**src/rtl/fft_pkg.sv**
```systemverilog
// fft_pkg: shared sizes, FSM state and butterfly address generation
// for the 64-point in-place radix-2 DIF FFT.
package fft_pkg;

    localparam int N     = 64;
    localparam int LOG2N = 6;
    localparam int NBF   = N / 2;
    localparam int AW    = $clog2(N);
    localparam int TWW   = $clog2(NBF);
    localparam int BW    = $clog2(NBF);

    typedef enum logic [1:0] {
        ST_IDLE,
        ST_ISSUE,
        ST_DRAIN,
        ST_DONE
    } fsm_state_t;

    typedef struct packed {
        logic [AW-1:0]  a0;
        logic [AW-1:0]  a1;
        logic [TWW-1:0] tw;
    } bf_addr_t;

    typedef struct packed {
        logic          en;
        logic [AW-1:0] a0;
        logic [AW-1:0] a1;
    } wb_t;

    // mask = span-1, so b & ~mask is grp*span and doubling it skips the lower halves
    function automatic bf_addr_t bf_addr(input logic [2:0] s,
                                         input logic [BW-1:0] b);
        logic [BW-1:0] mask;
        logic [BW-1:0] pos;
        bf_addr_t      r;
        mask = BW'(NBF - 1) >> s;
        pos  = b & mask;
        r.a0 = {b & ~mask, 1'b0} | {1'b0, pos};
        r.a1 = r.a0 | ({1'b0, mask} + 6'd1);
        r.tw = pos << s;
        return r;
    endfunction

endpackage

```
**src/rtl/fft_wb_delay.sv**
```systemverilog
// fft_wb_delay: LAT-deep shift register carrying the read pair
// forward to become the in-place write-back pair.
module fft_wb_delay
    import fft_pkg::*;
#(
    parameter int LAT = 2
) (
    input  logic clk,
    input  logic rst_n,
    input  wb_t  d,
    output wb_t  q
);

    wb_t pipe [LAT];

    always_ff @(posedge clk or negedge rst_n) begin
        if (!rst_n) begin
            for (int i = 0; i < LAT; i++) pipe[i] <= '0;
        end else begin
            pipe[0] <= d;
            for (int i = 1; i < LAT; i++) pipe[i] <= pipe[i-1];
        end
    end

    assign q = pipe[LAT-1];

endmodule

```
**src/rtl/fft_bf_sched.sv**
```systemverilog
// fft_bf_sched: sequences one shared butterfly over 6 stages x 32
// butterflies, issuing read pairs, twiddles and delayed write-backs.
module fft_bf_sched
    import fft_pkg::*;
#(
    parameter int LAT = 2
) (
    input  logic           clk,
    input  logic           rst_n,
    input  logic           start,
    output logic           busy,
    output logic           done,
    output logic [2:0]     stage,
    output logic           rd_en,
    output logic [AW-1:0]  rd_addr0,
    output logic [AW-1:0]  rd_addr1,
    output logic [TWW-1:0] tw_idx,
    output logic           wr_en,
    output logic [AW-1:0]  wr_addr0,
    output logic [AW-1:0]  wr_addr1
);

    fsm_state_t    state;
    logic [2:0]    s_q;
    logic [BW-1:0] b_q;
    logic [3:0]    drain_q;
    bf_addr_t      rd_q;
    bf_addr_t      nxt_b;
    bf_addr_t      nxt_s;
    wb_t           wb_d;
    wb_t           wb_q;

    always_comb begin
        nxt_b = bf_addr(s_q, b_q + 5'd1);
        nxt_s = bf_addr(s_q + 3'd1, '0);
    end

    always_ff @(posedge clk or negedge rst_n) begin
        if (!rst_n) begin
            state   <= ST_IDLE;
            s_q     <= '0;
            b_q     <= '0;
            drain_q <= '0;
            busy    <= 1'b0;
            done    <= 1'b0;
            rd_en   <= 1'b0;
            rd_q    <= '0;
        end else begin
            done <= 1'b0;
            unique case (state)
                ST_IDLE: begin
                    if (start) begin
                        state <= ST_ISSUE;
                        s_q   <= '0;
                        b_q   <= '0;
                        busy  <= 1'b1;
                        rd_en <= 1'b1;
                        rd_q  <= bf_addr(3'd0, '0);
                    end
                end
                ST_ISSUE: begin
                    if (b_q == BW'(NBF - 1)) begin
                        state   <= ST_DRAIN;
                        drain_q <= 4'(LAT);
                        rd_en   <= 1'b0;
                    end else begin
                        b_q  <= b_q + 5'd1;
                        rd_q <= nxt_b;
                    end
                end
                // hold reads off until the last write of this stage lands
                ST_DRAIN: begin
                    if (drain_q == 4'd1) begin
                        if (s_q == 3'(LOG2N - 1)) begin
                            state <= ST_DONE;
                            busy  <= 1'b0;
                            done  <= 1'b1;
                        end else begin
                            state <= ST_ISSUE;
                            s_q   <= s_q + 3'd1;
                            b_q   <= '0;
                            rd_en <= 1'b1;
                            rd_q  <= nxt_s;
                        end
                    end else begin
                        drain_q <= drain_q - 4'd1;
                    end
                end
                ST_DONE: begin
                    state <= ST_IDLE;
                    s_q   <= '0;
                end
                default: state <= ST_IDLE;
            endcase
        end
    end

    assign stage    = s_q;
    assign rd_addr0 = rd_q.a0;
    assign rd_addr1 = rd_q.a1;
    assign tw_idx   = rd_q.tw;

    assign wb_d = '{en: rd_en, a0: rd_q.a0, a1: rd_q.a1};

    fft_wb_delay #(
        .LAT (LAT)
    ) u_wb_delay (
        .clk   (clk),
        .rst_n (rst_n),
        .d     (wb_d),
        .q     (wb_q)
    );

    assign wr_en    = wb_q.en;
    assign wr_addr0 = wb_q.a0;
    assign wr_addr1 = wb_q.a1;

endmodule

```
**config.mk**
```make
export PLATFORM = sky130hd
export DESIGN_NAME = fft_bf_sched
export DESIGN_NICKNAME = d
export VERILOG_FILES = /design/src/rtl/fft_pkg.sv /design/src/rtl/fft_wb_delay.sv /design/src/rtl/fft_bf_sched.sv
export SDC_FILE = /design/constraint.sdc
export NUM_CORES = 1
export LEC_CHECK = 0
export CAP_MARGIN = 20
export CORE_UTILIZATION = 59
export CTS_CLUSTER_DIAMETER = 50
export DETAILED_ROUTE_END_ITERATION = 12
export HOLD_SLACK_MARGIN = 0.02
export PLACE_DENSITY = 0.85
export SLEW_MARGIN = 15
export SYNTH_ARGS = -nofsm -noshare
export SYNTH_HDL_FRONTEND = slang
export SYNTH_SLANG_ARGS = --single-unit
```
**constraint.sdc**
```tcl
create_clock -name clk -period 6.8 [get_ports clk]
set_input_delay 1.02 -clock clk [delete_from_list [all_inputs] [get_ports clk]]
set_output_delay 1.02 -clock clk [all_outputs]
set_load 0.01 [all_outputs]
```
==> Word-level counts from Yosys, hierarchy flattened <==
Cells that the tools add are included.
{ "classes": {"add_sub_neg": 5, "n_eq_ne": 13, "shift": 4, "mux": 33, "bitwise_logic": 5, "n_reduce_logical": 11} }
{ "ops": {"columns": ["cell", "n"], "rows": [
  ["17-bit 2-to-1 mux", 4],
  ["17-bit one-hot mux with 3 select lines", 1],
  ["5-bit 2-to-1 mux", 4],
  ["5-bit one-hot mux with 3 select lines", 1],
  ["2-bit != test, second input constant", 7],
  ["5-bit by 1-bit adder with 6-bit output, second input constant", 2],
  ["5-bit bitwise AND", 2],
  ["5-bit AND reduction", 2],
  ["5-bit by 3-bit right shift with 5-bit output, first input constant", 2],
  ["1-bit 2-to-1 mux", 9],
  ["3-bit 2-to-1 mux", 3],
  ["3-bit one-hot mux with 3 select lines", 1],
  ["2-bit 2-to-1 mux", 4],
  ["4-bit 2-to-1 mux", 2],
  ["2-bit one-hot mux with 4 select lines", 1],
  ["4-bit one-hot mux with 2 select lines", 1],
  ["4-bit AND reduction", 2],
  ["6-bit by 5-bit bitwise OR with 6-bit output", 1],
  ["6-bit bitwise OR", 1],
  ["3-bit AND reduction", 2],
  ["3-bit nonzero test", 2],
  ["5-bit by 1-bit adder with 5-bit output, second input constant", 1],
  ["5-bit equality test, second input constant", 1],
  ["5-bit NOT", 1],
  ["12 further kinds", 14]
]} }
{ "word_totals": {"reg_bits": 60, "input_bits": 3, "output_inout_bits": 36, "wordCells": 87} }

==> Depth between registers and ports, before layout <==
{ "logic_depth": {"depth_word": 7, "depth_mapped": 10, "mapped_depth_nobuf": 8} }

==> Cells and area by module <==
From an unflattened synthesis, not the netlist that was laid out.
{ "unflattened": {"hier_cells": 269, "hier_area_um2": 2850.2} }
{ "by_module_without_submodules": {"columns": ["mod", "instances", "cells_per_inst", "area_per_inst_um2", "seq_area_each_um2"], "rows": [
  ["fft_bf_sched", 1, 230, 2102.0, 850.8],
  ["fft_wb_delay", 1, 39, 748.2, 650.6]
]} }

==> Worst setup path after synthesis <==
OpenSTA, ideal clock, no wires.
{ "synth_timing": {"path_type": "register to register", "startpoint": "reg b_q[0]", "endpoint": "reg rd_q (netlist bit rd_addr1[2])", "setup_time_ns": 0.126, "t_arrival_ns": 2.102, "t_required_ns": 6.674, "path_slack_ns": 4.572, "stages_incl_launch_ff": 11, "path_buffers": 3, "synth_period_minus_slack_ns": 2.228, "cell_sequence": "dfrtp_1 -> ha_1 -> and3_1 -> ha_1 -> buf_6 -> nand2b_4 -> o21a_1 -> buf_6 -> or2_4 -> buf_6 -> a221o_1"} }
{ "synth_between": {"elab_chain_len": 6, "word_cells_on_any_way": 10, "cone_classes": "add/sub (1); eq/ne (2); mux (2); bitwise (4); reduce/logical (1)"} }
{ "synth_lines": {"columns": ["item", "line", "text"], "rows": [
  ["start, declared", "fft_bf_sched.sv:25", "logic [BW-1:0] b_q;"],
  ["start signal, assigned", "fft_bf_sched.sv:67", "b_q <= b_q + 5'd1;"],
  ["5-bit by 1-bit adder with 5-bit output", "fft_bf_sched.sv:34", "nxt_b = bf_addr(s_q, b_q + 5'd1);"],
  ["5-bit bitwise AND, on equally long branches", "fft_pkg.sv:39, fft_pkg.sv:38", null],
  ["6-bit by 5-bit bitwise OR with 6-bit output", "fft_pkg.sv:39", "r.a0 = {b & ~mask, 1'b0} | {1'b0, pos};"],
  ["6-bit bitwise OR", "fft_pkg.sv:40", "r.a1 = r.a0 | ({1'b0, mask} + 6'd1);"],
  ["17-bit 2-to-1 mux", "fft_bf_sched.sv:62", "if (b_q == BW'(NBF - 1)) begin"],
  ["17-bit one-hot mux with 3 select lines", "fft_bf_sched.sv:50", "unique case (state)"],
  ["end signal, assigned", "fft_bf_sched.sv:58", "rd_q <= bf_addr(3'd0, '0);"],
  ["end signal, assigned", "fft_bf_sched.sv:68", "rd_q <= nxt_b;"],
  ["end signal, assigned", "fft_bf_sched.sv:83", "rd_q <= nxt_s;"],
  ["end, declared", "fft_bf_sched.sv:27", "bf_addr_t rd_q;"]
]} }
Parallel ways exist; a longest one is shown, timed or not. The select of a mux whose other input is x is not followed.
A chain may end at the register's enable or synchronous reset.

==> Worst setup path after layout <==
{ "layout_timing": {"startpoint": "reg state[0]", "endpoint": "reg rd_q (netlist bit tw_idx[0])"} }
{ "layout_between": {"elab_chain_len": 3, "word_cells_on_any_way": 10, "cone_classes": "eq/ne (6); mux (1); reduce/logical (3)"} }
{ "layout_lines": {"columns": ["item", "line", "text"], "rows": [
  ["start, declared", "fft_bf_sched.sv:23", "fsm_state_t state;"],
  ["start signal, assigned", "fft_bf_sched.sv:40", "state <= ST_IDLE;"],
  ["start signal, assigned", "fft_bf_sched.sv:53", "state <= ST_ISSUE;"],
  ["start signal, assigned", "fft_bf_sched.sv:63", "state <= ST_DRAIN;"],
  ["2-bit by 1-bit equality test with 1-bit output, or another cell as far along", "fft_bf_sched.sv:50", null],
  ["2-bit != test (no source line) / 3-bit nonzero test (equally long branches)", null, null],
  ["5-bit AND reduction (no source line)", null, null]
]} }
Parallel ways exist; a longest one is shown, timed or not.

==> implementation parameters <==
Parameter                              Value

Drt
  Iter 0 DRT Violations    209
  DR WL/cell    16.1 um
  Via Count    2,156
  Post-route antenna net violation count    0
  Detailed-routing iteration count for the pre-antenna-repair pass    4
  Post-detailed-routing wire length    5.83 mm
  Number of vias per cell    5.96
  Remaining DRCs    0

Global routing
  Via count of the first global-routing pass    1,932
  Number of antenna violations at the first check in global routing    0
  Wire length of the first global-routing pass    9.64 mm
  Overflow left after global routing    0
  Overall Global Routing Usage    24.8%
  Pin count of the biggest net entering global routing    61

Power
  Lkg Pwr    1.45 nW
  Peak supply drop    0.0000897 V
  PwrDens    199 nW/um^2
  Total Power    0.690 mW

Critical path
  Type of destination of the critical path    flop
  Startpoint type of the worst setup path    flop
  Ordered cell list for the critical path    inv_1, ha_1, inv_1, o211ai_1, buf_4, or2_4, mux2_2
  Cell with the largest stage delay on the worst path    sky130_fd_sc_hd__ha_1
  Largest stage delay on the critical path    590 ps
  CP Data Arrival Time    2950 ps
  Top cell by count, worst path    sky130_fd_sc_hd__inv_1
  Highest net fanout along the worst path    21
  Data required time of the critical path    7030 ps
  Critical path start-end classification    reg -> reg

Place
  Port buffer count    38
  Placed wire-length estimate after detailed placement    3.91 mm
  Routability congestion estimate from global placement    0.898

STA
  Worst-Margin Slew    735 ps
  Fin Setup TNS    0 ps
  RSZ-0062 raised after global routing    false
  Worst rel slew slack    51.0%
  Number of hold-slack violations in the final timing report    0
  Worst clock skew on the final layout    3.19 ps
  Maximum frequency from static timing analysis    368 MHz
  Post-layout minimum cycle time    2720 ps
  Final period utilization    40.0%
  Final number of max-transition violations    0
  Final setup violation count    0

Cells and area
  Final Net Count    313
  FILL cells    348
  Area taken by flip-flops and latches    1500 sq um
  Fraction of final layout cells sized beyond drive strength 1    9.49%
  Area added between synthesis and finish    16.8%
  Footprint of the multi-input gates    1240 sq um
  Number of inserted diodes    0
  Most frequent cells in the layout    60 x sky130_fd_sc_hd__dfrtp_1, 37 x sky130_fd_sc_hd__clkdlybuf4s50_1, 20 x sky130_fd_sc_hd__ha_1
  Commonest non-fill, non-tap cell in the layout    sky130_fd_sc_hd__dfrtp_1

Yosys
  Number of unique standard cell types used by synthesis    56
  Average size of a mapped cell    11.2 sq um
  Flip-flop cell with the highest count after synthesis    sky130_fd_sc_hd__dfrtp_1
  Sequential-to-total area share from yosys stat    50.5%
  Synthesized netlist net count    289
  FF+latch count, synth    60
  Number of enable-type register cells in the synthesized netlist    0
  Warnings from Yosys    0
  Mapped Cells    266
  Post-synth design cell area    2970 sq um
  Async set-reset flop share out of synthesis    100%

CTS
  TritonCTS clock tree    built
  Root buffer selected by CTS    sky130_fd_sc_hd__clkbuf_8
  Number of buffers created by CTS    9
  Max Root-Sink Buffers    2
  Setup Fix Bufs, Post-CTS    0
  Post-cts repair resize count    0
  Sinks on the clock net    60
  Count of hold buffers inserted by post-cts repair    0
  Clk_lat worst skew    340 ps
  Maximum level of the CTS H-tree    3
  CTS clk-pin slew, worst paths    70 ps

Die
  # IOs    39
  Starting Density    62.1%
  Site row count    25
  DIE AREA    5320 sq um
  Die Y-Extent    73.0 um
  Std-Cell Core Area    4790 sq um
  Horiz. Die Dim    73.0 um

Run status
  Status    completed

Hold path
  Worst min-delay path class    reg -> reg

Flow run
  Number of violations of the max-capacitance limit    0
==> path summary, 6_finish.rpt <==
check / from / end / slack, ps / cells past startpoint
worst min-delay path: u_wb_delay.pipe[20]$_DFF_PN0_ / u_wb_delay.q[7]$_DFF_PN0_ / 350 / 0
min in group asynchronous: rst_n / u_wb_delay.q[12]$_DFF_PN0_ / 810 / 2
worst min register to register: u_wb_delay.pipe[20]$_DFF_PN0_ / u_wb_delay.q[7]$_DFF_PN0_ / 350 / 0
worst max register to register: state[0]$_DFFE_PN0P_ / tw_idx[0]$_DFFE_PN0P_ / 4080 / 7
max in group asynchronous: rst_n / u_wb_delay.pipe[19]$_DFF_PN0_ / 5500 / 2
worst max-delay path: state[0]$_DFFE_PN0P_ / tw_idx[0]$_DFFE_PN0P_ / 4080 / 7
==> synthesized netlist by cell type, drive strengths merged, types with 2 or more instances <==
master / instances / area share (%)
nor4: 4 / 0.84
o32a: 2 / 0.67
a32o: 6 / 2.0
nor2: 8 / 1.0
o31ai: 8 / 2.0
a21oi: 10 / 1.7
xnor2: 3 / 0.88
inv: 15 / 1.9
a211o: 2 / 0.59
a31oi: 3 / 0.63
o21ai: 14 / 2.4
dfrtp: 60 / 51
a221oi: 2 / 0.59
and4: 2 / 0.59
o2bb2ai: 3 / 0.88
clkbuf: 7 / 0.88
a221o: 3 / 1.0
mux2i: 2 / 0.67
nor3: 4 / 0.84
o311ai: 3 / 0.88
mux2: 3 / 1.1
a211oi: 3 / 0.93
nand2b: 7 / 1.7
nor2b: 2 / 0.42
o221ai: 3 / 0.88
nand3: 6 / 1.0
nand2: 16 / 2.0
and3: 2 / 0.42
or2: 2 / 0.51
buf: 20 / 5.0
o31a: 2 / 0.59
ha: 20 / 8.4
xor2: 2 / 0.59
==> cell families after synthesis <==
family                     synth area share, %
AOI/OAI and AO/OA                         18.3
buffers and inverters                     7.79
xor gates and xnor gates                  1.47
DFF                                       50.5
muxes                                     1.81
and+or+nand+nor                           11.7
adders and majority gates                 8.42
==> sequential cells by signal, indices dropped and copies added, names as in the netlist <==
register and cells:
tw_idx 5, u_wb_delay.pipe 13, stage 3, state 2, rd_en 1, rd_addr1 6, rd_addr0 6, done 1
drain_q 4, busy 1, b_q 5, u_wb_delay.q 13
==> layer usage <==
metal,share of wire (%),GRT usage [%],vias up
li1,-,-,1012
met5,0,0,-
met3,4.4,8.01,13
met1,47,34.5,1064
met2,47,36.0,67
met4,1.4,10.2,0
==> metrics by stage <==
stage | worst slack [ps] | instances | area, sq um | hold WS (ps) | util, %
3_5_place_dp | 3970 | 346 | 3270 | 335 | 68.3
3_3_place_gp | 4000 | 346 | 3270 | 331 | 68.3
5_1_grt | 3850 | 362 | 3470 | 360 | 72.5
4_1_cts | 4090 | 362 | 3470 | 349 | 72.5
6_report | 4080 | 362 | 3470 | 348 | 72.5
2_1_floorplan | 4570 | 266 | 2970 | 331 | -
==> worst max-delay path: cells and delay by family, from the launching register on <==
family,cells,cell delay [ps]
fa+ha+maj,1,590
compound gates,1,230
flops,1,440
simple gates,1,320
mux,1,380
buf+inv,3,630
==> cell type report <==
type / count / area share [%]
clock buffer: 9 / 3.57
tap: 67 / 2.42
multi-input combinational: 164 / 35.7
inverter: 15 / 1.62
clock inverter: 7 / 2.20
timing repair buffer: 40 / 11.2
sequential: 60 / 43.3
==> where the power goes <==
group          switching, mW  total [mW]  internal, mW
logic                0.00676     0.00793       0.00117
clock network          0.155       0.326         0.171
registers                  0       0.357         0.357
total                  0.162       0.690         0.529
(Power assumes the default switching activity.)
